**src/rtl/fp_recode_multi_pipeline.sv**
```systemverilog
// fp_recode_multi_pipeline: converts IEEE single or double operands to the
// recoded format. The conversion runs in front of a DEPTH-stage valid/ready
// pipeline. Stalls back-pressure per stage and bubbles collapse. An opaque tag
// travels with each op.
//
// Optional feature macro: FPU_RECODE_SNAN_EXC_EN. When it is defined, exc[4]
// (NV) is raised for signalling-NaN inputs. When it is undefined, exc is
// constant 0.
//
// Ports:
//   clk, reset        clock, synchronous active-high reset
//   in_val/in_rdy     input handshake; in_rdy depends combinationally on out_rdy
//   in, in_sp, in_tag operand (SP uses in[31:0]), precision select, tag
//   out_val/out_rdy   output handshake
//   result            recoded value (SP zero-extended from [32:0])
//   out_sp, out_tag   precision and tag of the result
//   exc               exception flags of the result

`ifndef FPR_WIDTH
`define FPR_WIDTH 64
`endif
`ifndef FPR_RECODED_WIDTH
`define FPR_RECODED_WIDTH 65
`endif
`ifndef FPU_EXC_WIDTH
`define FPU_EXC_WIDTH 5
`endif

// Combinational IEEE (EW,SW) -> recoded (EW+1 exponent bits) conversion
module fp_recode_multi_pipeline_rec #(
    parameter int unsigned EW = 11,
    parameter int unsigned SW = 53
) (
    input  logic [EW+SW-1:0] fp,
    output logic [EW+SW:0]   rec
);
    localparam int unsigned FW = SW - 1;
    localparam int unsigned DW = $clog2(FW + 1);
    localparam logic [EW:0] OFS = (EW+1)'((1 << (EW - 1)) + 1);

    logic          sign;
    logic [EW-1:0] exp_in;
    logic [FW-1:0] fract;
    logic [FW-1:0] sub_fract;
    logic [DW-1:0] norm_dist;
    logic [EW:0]   adj_exp;
    logic [EW:0]   exp_out;
    logic          exp_zero;
    logic          fract_zero;

    assign sign   = fp[EW+SW-1];
    assign exp_in = fp[EW+SW-2:FW];
    assign fract  = fp[FW-1:0];

    always_comb begin
        // leading-zero count of the fraction; the last hit is the highest set bit
        norm_dist = DW'(FW);
        for (int i = 0; i < int'(FW); i++) begin
            if (fract[i]) norm_dist = DW'(int'(FW) - 1 - i);
        end
        // subnormal: shift the leading one out of the fraction field
        sub_fract  = (fract << norm_dist) << 1;
        exp_zero   = (exp_in == '0);
        fract_zero = (fract == '0);
        adj_exp    = exp_zero ? (OFS - (EW+1)'(norm_dist)) : ({1'b0, exp_in} + OFS);
        exp_out    = adj_exp;
        if (exp_zero && fract_zero) begin
            exp_out = '0;
        end else if ((adj_exp[EW:EW-1] == 2'b11) && !fract_zero) begin
            exp_out[EW-2] = 1'b1;
        end
        rec = {sign, exp_out, exp_zero ? sub_fract : fract};
    end
endmodule

module fp_recode_multi_pipeline #(
    parameter int unsigned DEPTH = 2,
    parameter int unsigned TAG_W = 5
) (
    input  logic                          clk,
    input  logic                          reset,
    input  logic                          in_val,
    output logic                          in_rdy,
    input  logic [`FPR_WIDTH-1:0]         in,
    input  logic                          in_sp,
    input  logic [TAG_W-1:0]              in_tag,
    output logic                          out_val,
    input  logic                          out_rdy,
    output logic [`FPR_RECODED_WIDTH-1:0] result,
    output logic                          out_sp,
    output logic [TAG_W-1:0]              out_tag,
    output logic [`FPU_EXC_WIDTH-1:0]     exc
);
    localparam int unsigned RW = `FPR_RECODED_WIDTH;
    localparam int unsigned XW = `FPU_EXC_WIDTH;

    logic [32:0]      rec_sp;
    logic [64:0]      rec_dp;
    logic [RW-1:0]    rec_sel;
    logic [DEPTH-1:0] v_q;
    logic [DEPTH-1:0] sp_q;
    logic [DEPTH-1:0] ld;
    logic [RW-1:0]    data_q [DEPTH];
    logic [TAG_W-1:0] tag_q  [DEPTH];

    fp_recode_multi_pipeline_rec #(.EW(8), .SW(24)) u_rec_sp (.fp(in[31:0]), .rec(rec_sp));
    fp_recode_multi_pipeline_rec #(.EW(11), .SW(53)) u_rec_dp (.fp(in), .rec(rec_dp));

    assign rec_sel = in_sp ? RW'(rec_sp) : rec_dp;

    // Stage s can load when it, or any stage after it, is empty, or the
    // consumer is taking the head; equivalent to ~v[s] | adv[s].
    always_comb begin
        ld = '0;
        for (int s = 0; s < int'(DEPTH); s++) begin
            ld[s] = out_rdy;
            for (int k = s; k < int'(DEPTH); k++) begin
                if (!v_q[k]) ld[s] = 1'b1;
            end
        end
    end

    assign in_rdy = reset | ld[0];

    // Pipeline stage registers
    always_ff @(posedge clk) begin
        if (reset) begin
            v_q  <= '0;
            sp_q <= '0;
            for (int s = 0; s < int'(DEPTH); s++) begin
                data_q[s] <= '0;
                tag_q[s]  <= '0;
            end
        end else begin
            if (ld[0]) begin
                v_q[0]    <= in_val;
                data_q[0] <= rec_sel;
                sp_q[0]   <= in_sp;
                tag_q[0]  <= in_tag;
            end
            for (int s = 1; s < int'(DEPTH); s++) begin
                if (ld[s]) begin
                    v_q[s]    <= v_q[s-1];
                    data_q[s] <= data_q[s-1];
                    sp_q[s]   <= sp_q[s-1];
                    tag_q[s]  <= tag_q[s-1];
                end
            end
        end
    end

    assign out_val = v_q[DEPTH-1];
    assign result  = data_q[DEPTH-1];
    assign out_sp  = sp_q[DEPTH-1];
    assign out_tag = tag_q[DEPTH-1];

`ifdef FPU_RECODE_SNAN_EXC_EN
    logic          snan_c;
    logic [XW-1:0] exc_in;
    logic [XW-1:0] exc_q [DEPTH];

    // Signalling NaN: max exponent, nonzero fraction, quiet bit clear
    always_comb begin
        if (in_sp) begin
            snan_c = (&in[30:23]) && (in[22:0] != '0) && !in[22];
        end else begin
            snan_c = (&in[62:52]) && (in[51:0] != '0) && !in[51];
        end
        exc_in    = '0;
        exc_in[4] = snan_c;
    end

    always_ff @(posedge clk) begin
        if (reset) begin
            for (int s = 0; s < int'(DEPTH); s++) exc_q[s] <= '0;
        end else begin
            if (ld[0]) exc_q[0] <= exc_in;
            for (int s = 1; s < int'(DEPTH); s++) begin
                if (ld[s]) exc_q[s] <= exc_q[s-1];
            end
        end
    end

    assign exc = exc_q[DEPTH-1];
`else
    assign exc = '0;
`endif
endmodule

```
**config.mk**
```make
export PLATFORM = sky130hd
export DESIGN_NAME = fp_recode_multi_pipeline
export DESIGN_NICKNAME = d
export VERILOG_FILES = /design/src/rtl/fp_recode_multi_pipeline.sv
export SDC_FILE = /design/constraint.sdc
export NUM_CORES = 1
export LEC_CHECK = 0
export CAP_MARGIN = 10
export CELL_PAD_IN_SITES_DETAIL_PLACEMENT = 0
export CELL_PAD_IN_SITES_GLOBAL_PLACEMENT = 1
export CORE_ASPECT_RATIO = 1.75
export CORE_MARGIN = 10
export CORE_UTILIZATION = 40
export DETAILED_ROUTE_END_ITERATION = 6
export PLACE_DENSITY_LB_ADDON = 0.1
export SKIP_LAST_GASP = 1
export SLEW_MARGIN = 20
export SYNTH_ARGS = -nofsm -noshare
export SYNTH_HDL_FRONTEND = slang
export SYNTH_SLANG_ARGS = --single-unit
```
**constraint.sdc**
```tcl
create_clock -name clk -period 7.55 [get_ports clk]
set_clock_uncertainty 0.15 [all_clocks]
set_input_delay 1.51 -clock clk [delete_from_list [all_inputs] [get_ports clk]]
set_output_delay 1.51 -clock clk [all_outputs]
set_load 0.01 [all_outputs]
```
==> flow_summary.ini <==
[status]
status = finished clean

[synth]
syn_area_per_cell_um2 = 9.41
ys_dominant_reg_cell = edfxtp_1
ys_warn_count = 0
synth_cell_types = 73
yosysSeqAreaShare = 0.382
synth_seq_cells = 144
synth_area_mm2 = 0.0112
synth_top_cell_by_area = edfxtp_1
synth.area.top_cells = edfxtp_1 (37%), mux2i_1 (16%), buf_4 (5.8%)
ys_async_sr_fraction = 0
synth_edf_count = 140
synth_top_area_frac = 0.374
syn_inst = 1193

[die]
die_w_um = 147
start_util = 0.403
placementRows = 81
die-area_mm2 = 0.0354
fp.dieH_um = 242
io_pins = 152
core-area_mm2 = 0.0279

[pwr]
p_sw_frac = 0.289
ir_worst_vdd_v = 0.000146
p_leak_nw = 5.55
p_int_w = 0.00165
power_frac_comb = 0.237
totalPowerFinal_w = 0.00233
pwr_density_cell_mw_per_mm2 = 178
seqPwrFrac = 0.402
power_switching_w = 0.000674
pwr-share-clk = 0.361

[clocking]
cts_made_buffers = 17
root_buffer = clkbuf_16
clk_path_buf_depth = 2
cts_resized = 0
cts_tree = built
post_cts_buffers = 0
clk_latency_ps = 420
cts_hold_buffers = 0
cts_sinks = 144
h-tree-depth = 4
clkTransAtPathRegs_ps = 60

[setup_path]
required_ps = 7540
worst_setup_path_end_kind = flip-flop
critPathLaunch = in[20]
reg2reg_to = data_q[0][29]
r2r_start = v_q[1]
ff2ff_setup_slack_ps = 3980
worstPathArrival_ps = 6010
path_max_fanout = 22
r2r_cells = 10
worstSetupPathType = input port to flip-flop
endpoint = data_q[0][29]
start_kind = input port

[sta]
setup_viol = 0
timing.final.crit_share = 0.797
timing.fmax_mhz = 166
fin_ws_ps = 1540
rsz0062_at_grt = no
fin_crit_ps = 6010
finalSetupTns_ps = 0
hold_slack_ps = 342
hold_viol_final = 0
slew_headroom = 0.269
finalMaxSlewViolations = 0
worstMarginPinSlew_ps = 1090

[finish]
antenna_cells = 0
multi_input_area_mm2 = 0.00592
layout_commonest_cell = mux2i_1
mostFrequentLayoutCells = mux2i_1 (181), clkdlybuf4s50_1 (146), edfxtp_1 (140), nand2_1 (99), nor2_1 (94)
fillCellCount = 2689
nets = 1310
area_growth_pct = 16.4
seq_area_mm2 = 0.00428
postLayoutCoreUtil = 0.469
layout-drive-gt1-share = 0.0781

[global_route]
grt_use_met2 = 0.473
grt_busiest_layer = met2
grt_use_total = 0.253
antenna_found_initial = 0
use_met3 = 0.0368
grt_pass1_wl_um = 67100
grt-ovfl-total = 0
grt_max_degree = 73
grt_pass1_vias = 9910
met1_usage = 0.238

[drt]
drtAntennaViolNets = 0
via_per_inst = 5.99
drc = 0
num_vias = 9675
drt_pass1_iterations = 6
wirelength_um = 45900
wire_per_inst_um = 28.4
dr.first_iter.drc_count = 806

[placement]
place_congestion = 1.03
pre_cts_ws_ps = 1180
dp_hpwl_um = 36500
io_buffers = 146

[run]
max_cap_violations = 0

[hold_path]
hp-class = flip-flop to flip-flop
==> cells in the mapped netlist (5+ instances only) <==
| library cell | n |
|---|---|
| mux2i_1 | 181 |
| edfxtp_1 | 140 |
| nand2_1 | 99 |
| nor2_1 | 95 |
| buf_4 | 86 |
| and2_1 | 80 |
| clkbuf_1 | 56 |
| o21ai_0 | 51 |
| a21oi_1 | 45 |
| nand3_1 | 35 |
| a22oi_1 | 26 |
| nor3_1 | 21 |
| inv_1 | 19 |
| buf_2 | 18 |
| a211oi_1 | 16 |
| mux2_2 | 13 |
| o221ai_1 | 13 |
| a31oi_1 | 10 |
| nor2b_1 | 10 |
| and3_1 | 9 |
| nand2b_1 | 9 |
| nor4_1 | 9 |
| xnor2_1 | 9 |
| o211ai_1 | 8 |
| o31ai_1 | 8 |
| a221oi_1 | 7 |
| ha_1 | 7 |
| o21ai_1 | 7 |
| a221o_1 | 6 |
| a22o_1 | 5 |
| buf_6 | 5 |
| nand4_1 | 5 |
| o22ai_1 | 5 |
==> state kept, by name (all words and copies together) (netlist names) <==
register	flops
data_q	130
tag_q	10
sp_q	2
v_q	2
==> power by group through the flow <==
stage          Clock, W  Sequential (W)  Combinational (W)
2_1_floorplan         0        0.000948           0.000329
3_3_place_gp          0        0.000951           0.000543
3_5_place_dp          0        0.000953           0.000540
4_1_cts        0.000860        0.000937           0.000542
5_1_grt        0.000885        0.000941           0.000579
6_report       0.000841        0.000936           0.000552
==> how the worst min path moves through the flow <==
stage / start / end / slack, ps / cells after the start
finish: sp_q[0] / sp_q[0] / 340 / 2
global route: data_q[0][49] / data_q[0][114] / 380 / 1
CTS: sp_q[1] / sp_q[1] / 360 / 2
detailed placement: sp_q[1] / sp_q[1] / 340 / 2
global placement: sp_q[1] / sp_q[1] / 340 / 2
floorplan: sp_q[0] / sp_q[0] / 300 / 2
==> layer usage <==
layer	routed length, um	up-vias
met5	0	-
met4	3830	0
met3	2120	172
met2	24900	425
met1	15100	4663
li1	-	4415
==> layout make-up <==
type	instances	share of cell area
Multi-Input combinational cell	863	0.453
Sequential cell	144	0.328
Timing Repair Buffer	181	0.132
Tap cell	373	0.0357
Clock buffer	20	0.0334
Clock inverter	12	0.0122
Inverter	22	0.00632
==> worst max-delay path, stage by stage <==
cell and delay [ps]:
clkdlybuf4s50_1 740, or3_1 690, a211oi_1 700, buf_4 340, inv_1 380, ha_1 390
nand3_1 120, o21ai_0 110, nand2_1 120, nor2_1 70, a21o_1 190, a222oi_1 450
nand2_1 170
==> kinds of logic after synthesis <==
kind of cell	count (synthesis)	synth area share
xor gates and xnor gates	13	0.0101
buffers and inverters	190	0.0976
DFF	144	0.382
and+or+nand+nor	390	0.169
other	1	0.000334
adders and majority gates	7	0.00780
AOI/OAI and AO/OA	252	0.155
muxes	196	0.178
==> through the flow <==
| step | instances | instance area (um^2) |
|---|---|---|
| after CTS | 1615 | 13100 |
| after global routing | 1615 | 13100 |
| after detailed placement | 1583 | 12500 |
| final | 1615 | 13100 |
| after global placement | 1583 | 12500 |
| after floorplan | 1197 | 11200 |
No activity file was read; power rests on OpenSTA's default activity.
